### src/rtl/stripes_neuron_serializer.sv
// Stripes transmit-side serializer: takes a brick of Ti parallel N-bit neurons and
// streams it LSB first, one bit per lane per cycle, for the brick's effective precision.
module stripes_neuron_serializer #(
  parameter int N      = 16,
  parameter int Ti     = 16,
  parameter int PREC_W = 5
) (
  input  logic                clk,
  input  logic                reset,
  input  logic [N*Ti-1:0]     i_brick,
  input  logic [PREC_W-1:0]   i_precision,
  input  logic                i_valid,
  output logic                o_ready,
  input  logic                i_stall,
  output logic [Ti-1:0]       o_bits,
  output logic                o_valid,
  output logic                o_first_cycle,
  output logic                o_last_cycle,
  output logic [PREC_W-1:0]   o_precision,
  output logic                o_busy
);

  typedef enum logic {IDLE, SHIFT} state_t;

  localparam logic [PREC_W-1:0] ONE  = PREC_W'(1);
  localparam logic [PREC_W-1:0] NMAX = PREC_W'(N);

  state_t              state_q, state_d;
  logic [N*Ti-1:0]     act_q, act_d, sh_q, sh_d;
  logic [PREC_W-1:0]   act_prec_q, act_prec_d, sh_prec_q, sh_prec_d;
  logic [PREC_W-1:0]   cnt_q, cnt_d;
  logic                sh_full_q, sh_full_d;
  logic                accept, consume, last_bit;

  // Zero or over-wide precision falls back to the full neuron width.
  function automatic logic [PREC_W-1:0] clamp_prec(input logic [PREC_W-1:0] p);
    if (p == '0 || p > NMAX) return NMAX;
    return p;
  endfunction

  function automatic logic [N*Ti-1:0] shift_lanes(input logic [N*Ti-1:0] v);
    logic [N*Ti-1:0] r;
    for (int k = 0; k < Ti; k++) r[k*N +: N] = v[k*N +: N] >> 1;
    return r;
  endfunction

  assign accept   = i_valid && !sh_full_q;
  assign consume  = (state_q == SHIFT) && !i_stall;
  assign last_bit = (cnt_q == act_prec_q - ONE);

  always_comb begin
    state_d    = state_q;
    act_d      = act_q;
    act_prec_d = act_prec_q;
    sh_d       = sh_q;
    sh_prec_d  = sh_prec_q;
    sh_full_d  = sh_full_q;
    cnt_d      = cnt_q;
    case (state_q)
      IDLE: begin
        if (accept) begin
          act_d      = i_brick;
          act_prec_d = clamp_prec(i_precision);
          cnt_d      = '0;
          state_d    = SHIFT;
        end
      end
      SHIFT: begin
        if (consume && last_bit) begin
          // Refill from the shadow first, else straight from the input, so no bubble appears.
          if (sh_full_q) begin
            act_d      = sh_q;
            act_prec_d = sh_prec_q;
            sh_full_d  = 1'b0;
            cnt_d      = '0;
          end else if (accept) begin
            act_d      = i_brick;
            act_prec_d = clamp_prec(i_precision);
            cnt_d      = '0;
          end else begin
            state_d = IDLE;
          end
        end else begin
          if (consume) begin
            cnt_d = cnt_q + ONE;
            act_d = shift_lanes(act_q);
          end
          if (accept) begin
            sh_d      = i_brick;
            sh_prec_d = clamp_prec(i_precision);
            sh_full_d = 1'b1;
          end
        end
      end
      default: state_d = IDLE;
    endcase
  end

  always_ff @(posedge clk) begin
    if (!reset) begin
      state_q   <= IDLE;
      sh_full_q <= 1'b0;
      cnt_q     <= '0;
    end else begin
      state_q   <= state_d;
      sh_full_q <= sh_full_d;
      cnt_q     <= cnt_d;
    end
  end

  // Brick payloads are only observed through the SHIFT-gated outputs, so they carry no reset.
  always_ff @(posedge clk) begin
    act_q      <= act_d;
    act_prec_q <= act_prec_d;
    sh_q       <= sh_d;
    sh_prec_q  <= sh_prec_d;
  end

  always_comb begin
    o_bits = '0;
    if (state_q == SHIFT) begin
      for (int k = 0; k < Ti; k++) o_bits[k] = act_q[k*N];
    end
  end

  assign o_valid       = (state_q == SHIFT);
  assign o_first_cycle = (state_q == SHIFT) && (cnt_q == '0);
  assign o_last_cycle  = (state_q == SHIFT) && last_bit;
  assign o_precision   = (state_q == SHIFT) ? act_prec_q : '0;
  assign o_ready       = !sh_full_q;
  assign o_busy        = (state_q == SHIFT) || sh_full_q;

endmodule

### config.mk
export PLATFORM = sky130hd
export DESIGN_NAME = stripes_neuron_serializer
export DESIGN_NICKNAME = d
export VERILOG_FILES = /design/src/rtl/stripes_neuron_serializer.sv
export SDC_FILE = /design/constraint.sdc
export NUM_CORES = 1
export LEC_CHECK = 0
export CORE_MARGIN = 2
export CORE_UTILIZATION = 35
export DETAILED_ROUTE_END_ITERATION = 7
export SYNTH_ARGS = -nofsm -noshare
export SYNTH_HDL_FRONTEND = slang
export SYNTH_SLANG_ARGS = --single-unit
export TNS_END_PERCENT = 10
### constraint.sdc
create_clock -name clk -period 16.5 [get_ports clk]
set_clock_uncertainty 0.15 [all_clocks]
set_input_delay 2.475 -clock clk [delete_from_list [all_inputs] [get_ports clk]]
set_output_delay 2.475 -clock clk [all_outputs]
set_load 0.05 [all_outputs]
==> results.yml, run 1 <==
cells_and_area:
  nFillCells: 6190
  final_nets: 2050
  area_growth_pct: 22.6
  utilization_pct: 43.4
  drive_above_1_share_pct: 6.89
  postLayoutCellArea_mm2: 0.0298
pwr:
  p_seq_share_pct: 49.0
  p_sw_share_pct: 25.3
  p_sw_uw: 946
  intPower_uw: 2800
  p_leak_uw: 0.0104
  clockPowerShare_pct: 36.2
  power.density_mw_per_mm2: 126
  pwr-share-comb_pct: 14.8
  vdd_ir_drop_max_v: 0.0000746
global_routing:
  grt_pass1_wl_um: 102000
  grt.total_usage_pct: 18.1
  antenna_found_initial: 15
  grt_max_degree: 180
  overflow: 0
  grt_pass1_vias: 16400
route:
  initialDrtViolationCount: 1565
  drtPass1Iterations: 5
  wire_per_inst_um: 24.0
  dr_total_vias: 15900
  route.detailed.drc: 0
  ant_nets: 0
  vias_per_cell: 5.73
  wirelength_um: 66400
worst_hold_path:
  hp-class: "flip-flop to flip-flop"
  holdCritStartpoint: "sh_prec_q[3]"
sta:
  drv_slew: 0
  fin_hold_ws_ns: 0.365
  tightest_slew_ns: 1.18
  finalWorstSetupSlack_ns: 9.63
  period_share_pct: 41.7
  period_needed_ns: 6.87
  setup_viol: 0
  max_freq_mhz: 145
  grt_setup_unrepaired: "no"
  fin_tns_setup_ns: 0
  relSlewSlack_pct: 21.5
  hold_viol_final: 0
placement:
  dp_slack_ns: 9.72
  gp_congestion: 0.781
  dp_hpwl_um: 36200
  placed_area_mm2: 0.0278
  port_buffers: 290
floorplanning:
  die-height_um: 268
  start_util_pct: 35.4
  dieArea_mm2: 0.0716
  core-area_mm2: 0.0687
  io_pins: 291
  num_rows: 96
  die_x_um: 268
clocking:
  clk_pin_slew_worst_paths_ns: 0.06
  cts_max_level: 2
  cts_buffer_depth: 3
  cts_buffers: 58
  ctsHoldBuffers: 0
  cts_post_setup_buffers_inserted: 0
  clock_latency_ns: 0.61
  root_buffer: "clkbuf_16"
  cts.sinks: 529
  cts_tree: "yes"
  cts_resized: 0
worst_setup_path:
  path_class: "flip-flop to primary output"
  crit_fanout: 74
  crit_arrival_ns: 4.25
  worstSetupStartpointType: "flip-flop"
  startpoint: "o_valid"
  worstPathRequired_ns: 13.88
  regToRegStartpoint: "o_valid"
  critPathCaptureType: "primary output"
run:
  drv_cap: 0
synth:
  synth_area_mm2: 0.0243
  synth-seq-cells: 529
  synthesis.nets: 1844
  async_reset_ff_share_pct: 0
  synth_flop_cell: "edfxtp_1"
  ys_seq_area_share_pct: 65.0
  syn_area_per_cell_um2: 15.4
  synth_cells: 1575
  yosysUniqueCellTypes: 43
  ys_warn_count: 0
  synth-edff-count: 522
outcome:
  run_status: "finished clean"
-- cell usage after synthesis (5+ instances only) --
cell	number	area, um^2
mux2i_1	258	2580
and2_1	21	131
inv_1	12	45.0
o2bb2ai_1	16	140
edfxtp_1	522	15700
nor3_1	6	30.0
a211oi_1	240	1800
a21oi_1	5	25.0
clkbuf_1	107	402
buf_2	31	155
buf_6	23	259
nand2_1	23	86.3
nand3_1	6	30.0
dfxtp_1	7	140
nor2b_1	6	37.5
a221o_1	240	2400
buf_1	6	22.5
nor2_1	11	41.3
-- through the flow --
step	total power [uW]	instances
6_report	3750	2769
3_5_place_dp	2410	2652
3_3_place_gp	2400	2652
2_1_floorplan	2220	1575
5_1_grt	3900	2765
4_1_cts	3780	2761
-- cell usage in the layout (no fill, tap or decap), drive strengths merged, types with 7 or more instances in the layout --
| cell | n |
|---|---|
| inv | 13 |
| dfxtp | 7 |
| o2bb2ai | 16 |
| clkdlybuf4s50 | 290 |
| nand2 | 23 |
| clkbuf | 65 |
| diode | 8 |
| nor3 | 7 |
| and2 | 21 |
| edfxtp | 522 |
| buf | 24 |
| bufinv | 9 |
| a211oi | 240 |
| nor2 | 11 |
| mux2i | 258 |
| clkinv | 30 |
| a221o | 240 |
-- final timing paths --
check,end,slack [ns],depth (start not counted)
worst max-delay path,o_bits[8],9.63,4
worst min-delay path,act_prec_q[3],0.36,2
worst max register to register,sh_q[181],11.55,4
worst min register to register,act_prec_q[3],0.36,2
-- logic make-up (layout without fill, tap and decap cells) --
family          Yosys count  count (layout)  share of synthesized area (%)
xor+xnor                  6               6                          0.216
compound gates          514             514                           18.4
buf+inv                 180             435                           3.66
fa+ha+maj                 4               4                          0.206
mux                     259             259                           10.7
simple gates             83              83                           1.78
flops                   529             529                           65.0
other cells               0               8                              0
-- flip-flops by register name, indices dropped and copies added (netlist names) --
signal / flops
sh_prec_q: 5
o_valid: 1
act_q: 256
sh_q: 256
sh_full_q: 1
act_prec_q: 5
cnt_q: 5
-- worst max-delay path: stages, from the launching register on --
cell and delay (ns):
dfxtp_4 1.00, buf_4 0.71, buf_4 0.72, and2_1 0.25
clkdlybuf4s50_1 0.82
-- layout make-up --
cell class | count | area [um^2] | area share (%)
inverter | 12 | 45.0 | 0.151
tap | 931 | 1160 | 3.91
sequential | 529 | 15800 | 53.1
clock buffer | 65 | 1500 | 5.03
multi-input combinational | 866 | 7660 | 25.7
antenna | 8 | 20.0 | 0.0671
timing repair buffer | 314 | 3130 | 10.5
clock inverter | 44 | 473 | 1.59
-- power by group through the flow --
stage          combinational, uW  clock [uW]  sequential [uW]
3_5_place_dp                 559           0             1850
5_1_grt                      608        1440             1860
4_1_cts                      560        1390             1830
2_1_floorplan                397           0             1820
3_3_place_gp                 540           0             1850
6_report                     556        1350             1830
-- metal layers --
metal	part of all wire, %	GRT usage (%)
met2	46	27.9
met5	0.18	0
met1	46	25.6
met4	1.6	4.59
met3	6.2	4.20
Note: power is estimated with default switching activity, not from simulation.
==> inputs of run 2 (changes only) <==
- clock period: 16.5 -> 5.8 ns (I/O delays scaled with it)
==> run 2 against run 1 <==
  * Critical path depth is 3 higher
  * Setup slack worse by 8.0 ns
  * Highest routed layer unchanged
  * Power grew to 2.9 times the previous value
==> results.yml, run 2 (synthesized netlist as in run 1, its figures left out) <==
clocking:
  clock_latency_ns: 0.61
  root_buffer: "clkbuf_16"
  cts_resized: 0
  cts_buffers: 60
  clk_pin_slew_worst_paths_ns: 0.06
  cts.sinks: 529
  ctsHoldBuffers: 0
  cts_tree: "yes"
  cts_max_level: 2
  cts_buffer_depth: 3
  cts_post_setup_buffers_inserted: 0
sta:
  fin_tns_setup_ns: 0
  drv_slew: 0
  period_needed_ns: 4.14
  tightest_slew_ns: 1.09
  relSlewSlack_pct: 27.2
  max_freq_mhz: 241
  grt_setup_unrepaired: "no"
  hold_viol_final: 0
  setup_viol: 0
  period_share_pct: 71.5
cells_and_area:
  final_common_cell: "edfxtp_1"
  largestRegisters: "act_q: 256 flops, sh_q: 256 flops"
  postLayoutCellArea_mm2: 0.0301
  area_growth_pct: 23.9
  final_nets: 2059
  drive_above_1_share_pct: 7.28
  final_cell_mix: "edfxtp_1 (522), clkdlybuf4s50_1 (290), mux2i_1 (258)"
  instances_no_fill: 2779
  utilization_pct: 43.8
global_routing:
  grt_pass1_vias: 16300
  grt_pass1_wl_um: 102000
  antenna_found_initial: 15
  overflow: 0
  grt.total_usage_pct: 18.2
  grt_max_degree: 143
worst_hold_path:
  hp-class: "flip-flop to flip-flop"
route:
  route.detailed.drc: 0
  drtPass1Iterations: 7
  dr_total_vias: 16000
  wirelength_um: 67000
  vias_per_cell: 5.75
  ant_nets: 0
  wire_per_inst_um: 24.1
  initialDrtViolationCount: 1601
placement:
  port_buffers: 290
  placed_area_mm2: 0.0280
  dp.cells: 2659
  gp_congestion: 0.777
  dp_hpwl_um: 37400
worst_setup_path:
  worstSetupStartpointType: "flip-flop"
  critPathCaptureType: "primary output"
  crit_arrival_ns: 3.12
  crit_slowest_cell: "clkdlybuf4s50_1"
  path_class: "flip-flop to primary output"
  crit_chain: "inv_1 -> ha_1 -> nand3b_1 -> a21oi_1 -> o211ai_2 -> nor2_1 -> clkdlybuf4s50_1"
  max_stage_delay_ns: 0.88
  worstPathRequired_ns: 4.78
  crit_fanout: 6
pwr:
  power.density_mw_per_mm2: 360
  vdd_ir_drop_max_v: 0.000246
  p_leak_uw: 0.0105
  fin_total_pwr_uw: 10800
outcome:
  run_status: "finished clean"
run:
  drv_cap: 0
floorplanning:
  core-area_mm2: 0.0687
  start_util_pct: 35.4
  dieArea_mm2: 0.0716
  io_pins: 291
  die_x_um: 268
  die-height_um: 268
  num_rows: 96
-- run 2: path summary, 6_finish.rpt --
kind,startpoint,endpoint,depth (start not counted),slack (ns)
hold / removal,sh_q[95],act_q[95],1,0.37
setup / recovery,act_prec_q[0],o_last_cycle,7,1.66
hold reg to reg,sh_q[95],act_q[95],1,0.37
setup reg to reg,act_prec_q[0],act_q[155],9,1.70
-- run 2: through the flow --
| step | worst slack, ns | hold slack [ns] |
|---|---|---|
| floorplan | 0.908 | 0.334 |
| global placement | 1.69 | 0.342 |
| detailed placement | 1.66 | 0.358 |
| CTS | 1.60 | 0.368 |
| global route | 1.49 | 0.383 |
| finish | 1.66 | 0.368 |
-- run 2: cell type report --
cell class	instances	area, um^2
tap	931	1160
multi-input combinational	866	7670
sequential	529	15800
clock inverter	42	498
fill	6132	38600
timing repair buffer	321	3340
clock buffer	70	1560
inverter	12	45.0
antenna	8	20.0
-- run 2: routing by layer --
metal	wire length (um)	share of wire, %	track usage, %
met5	126	0.19	0
met4	1250	1.9	4.67
met3	4310	6.4	3.71
met2	31100	46	28.5
met1	30200	45	25.6
-- run 2: worst max-delay path, delay by kind of cell (launching register included) --
| family | cells | cell delay (ns) |
|---|---|---|
| AND/OR/NAND/NOR | 2 | 0.26 |
| buffers and inverters | 2 | 0.98 |
| flip-flops | 1 | 0.42 |
| AO/OA/AOI/OAI | 2 | 0.63 |
| adder cells (fa/ha/maj) | 1 | 0.22 |
-- run 2: report_power, final --
| part | internal, uW | switching [uW] | total [uW] |
|---|---|---|---|
| clock | 2410 | 1610 | 4020 |
| combinational | 816 | 793 | 1610 |
| sequential | 4900 | 311 | 5210 |
| total | 8120 | 2710 | 10800 |
==> inputs of run 3 (changes only) <==
- clock period: 5.8 -> 4.06 ns (I/O delays scaled with it)
==> run 3 against run 2 <==
  * Sequential cell count stayed put
  * Via count is 1.2% higher
  * Highest routed layer unchanged
  * Utilization about the same
  * Critical path depth is 4 lower
  * Register-to-register slack got worse by 0.84 ns
  * First-iteration DRC count rose by 8.8%
  * Global-route usage decreased by 0.076 points
  * Final cell count grew 0.68%
  * Largest power group unchanged
  * Largest cell class unchanged
  * Non-clock buffer count up 23
  * Critical path type unchanged
==> results.yml, run 3 (synthesized netlist as in run 1, its figures left out) <==
outcome:
  run_status: "finished clean"
pwr:
  vdd_ir_drop_max_v: 0.000385
  p_leak_uw: 0.0106
  power.density_mw_per_mm2: 495
  fin_total_pwr_uw: 14900
placement:
  dp_slack_ns: 0.792
  dp.cells: 2682
  gp_congestion: 0.797
  port_buffers: 290
  dp_hpwl_um: 38400
sta:
  period_share_pct: 86.9
  relSlewSlack_pct: 31.8
  hold_viol_final: 0
  finalWorstSetupSlack_ns: 0.533
  tightest_slew_ns: 1.02
  setup_viol: 0
  period_needed_ns: 3.53
  fin_tns_setup_ns: 0
  drv_slew: 0
  max_freq_mhz: 284
  grt_setup_unrepaired: "no"
cells_and_area:
  instances_no_fill: 2798
  area_growth_pct: 23.9
  seq_area_mm2: 0.0158
  final_common_cell: "edfxtp_1"
  final_nets: 2081
  final_cell_mix: "edfxtp_1 (522), clkdlybuf4s50_1 (289), mux2i_1 (258)"
  largestRegisters: "act_q: 256 flops, sh_q: 256 flops"
  multi_input_area_mm2: 0.00767
  nFillCells: 6152
  drive_above_1_share_pct: 7.69
route:
  drtPass1Iterations: 7
  wire_per_inst_um: 23.9
  wirelength_um: 66900
  vias_per_cell: 5.78
  route.detailed.drc: 0
  initialDrtViolationCount: 1742
  ant_nets: 0
  dr_total_vias: 16200
worst_setup_path:
  critPathCaptureType: "primary output"
  worstSetupStartpointType: "flip-flop"
  path_class: "flip-flop to primary output"
  worstPathRequired_ns: 3.30
  crit_arrival_ns: 2.77
  crit_fanout: 31
floorplanning:
  dieArea_mm2: 0.0716
  die_x_um: 268
  num_rows: 96
  die-height_um: 268
  core-area_mm2: 0.0687
  start_util_pct: 35.4
  io_pins: 291
global_routing:
  grt_pass1_vias: 16400
  antenna_found_initial: 13
  grt_pass1_wl_um: 102000
  overflow: 0
  grt.total_usage_pct: 18.1
  grt_max_degree: 176
clocking:
  cts.sinks: 529
  cts_buffers: 59
  clock_latency_ns: 0.63
  cts_buffer_depth: 3
  clk_pin_slew_worst_paths_ns: 0.06
  root_buffer: "clkbuf_16"
  cts_max_level: 2
  cts_post_setup_buffers_inserted: 0
  cts_tree: "yes"
run:
  drv_cap: 0
worst_hold_path:
  hp-class: "flip-flop to flip-flop"
## run 3: cell types whose count changed in the layout (fill, tap and decap cells not counted), sizes merged
cell           before  now
dlymetal6s2s        0    1
buf                31   54
clkinvlp            3    1
inv                13   16
clkinv             27   24
bufinv             11    3
clkbuf             70   77
diode               8    7
clkdlybuf4s50     290  289
## run 3: what timing repair did
action | 4_1_cts | 5_1_grt
hold endpoints to repair | 0 | 0
resized for setup | 0 | 1
setup endpoints to repair | 0 | 1
hold buffers | 0 | 0
## run 3: worst max-delay path, cell delays in order, from the launching register on
cell             delay [ns]
dfxtp_4                0.66
nand2_1                0.09
nor4_1                 0.48
clkdlybuf4s50_1        0.92
## run 3: per-layer routing
layer | share of wire [%] | up-vias | global-route usage, %
met4 | 1.8 | 18 | 4.79
met1 | 46 | 8241 | 26.7
met2 | 45 | 585 | 26.8
met3 | 7.0 | 105 | 3.91
met5 | 0.16 | - | 0
li1 | - | 7221 | -
## run 3: path summary, 6_finish.rpt
path                       from             to  slack [ns]  cells after the start
setup reg to reg  act_prec_q[0]     act_q[164]        0.86                      8
setup / recovery        o_valid  o_first_cycle        0.53                      3
hold reg to reg    sh_prec_q[2]  act_prec_q[2]        0.36                      2
hold / removal     sh_prec_q[2]  act_prec_q[2]        0.36                      2
## run 3: where the power goes
group | switching [uW] | internal [uW] | total (uW)
combinational | 1150 | 1200 | 2350
clock | 2270 | 2870 | 5140
sequential | 435 | 7000 | 7430
total | 3860 | 11100 | 14900
## run 3: cell type report
type                    instances  share of cell area, %
inverters                      12                  0.149
multi-input cells             866                   25.5
well taps                     931                   3.87
clock buffers                  77                   5.12
repair buffers                344                   12.0
flip-flops and latches        529                   52.5
diodes                          7                 0.0581
clock inverters                32                  0.872
## run 3: stage by stage
step	hold slack, ns	util [%]	area (um^2)
floorplan	0.334	-	24300
global placement	0.341	41.2	28300
detailed placement	0.349	41.2	28300
CTS	0.363	43.8	30100
global route	0.382	43.8	30100
finish	0.360	43.9	30100
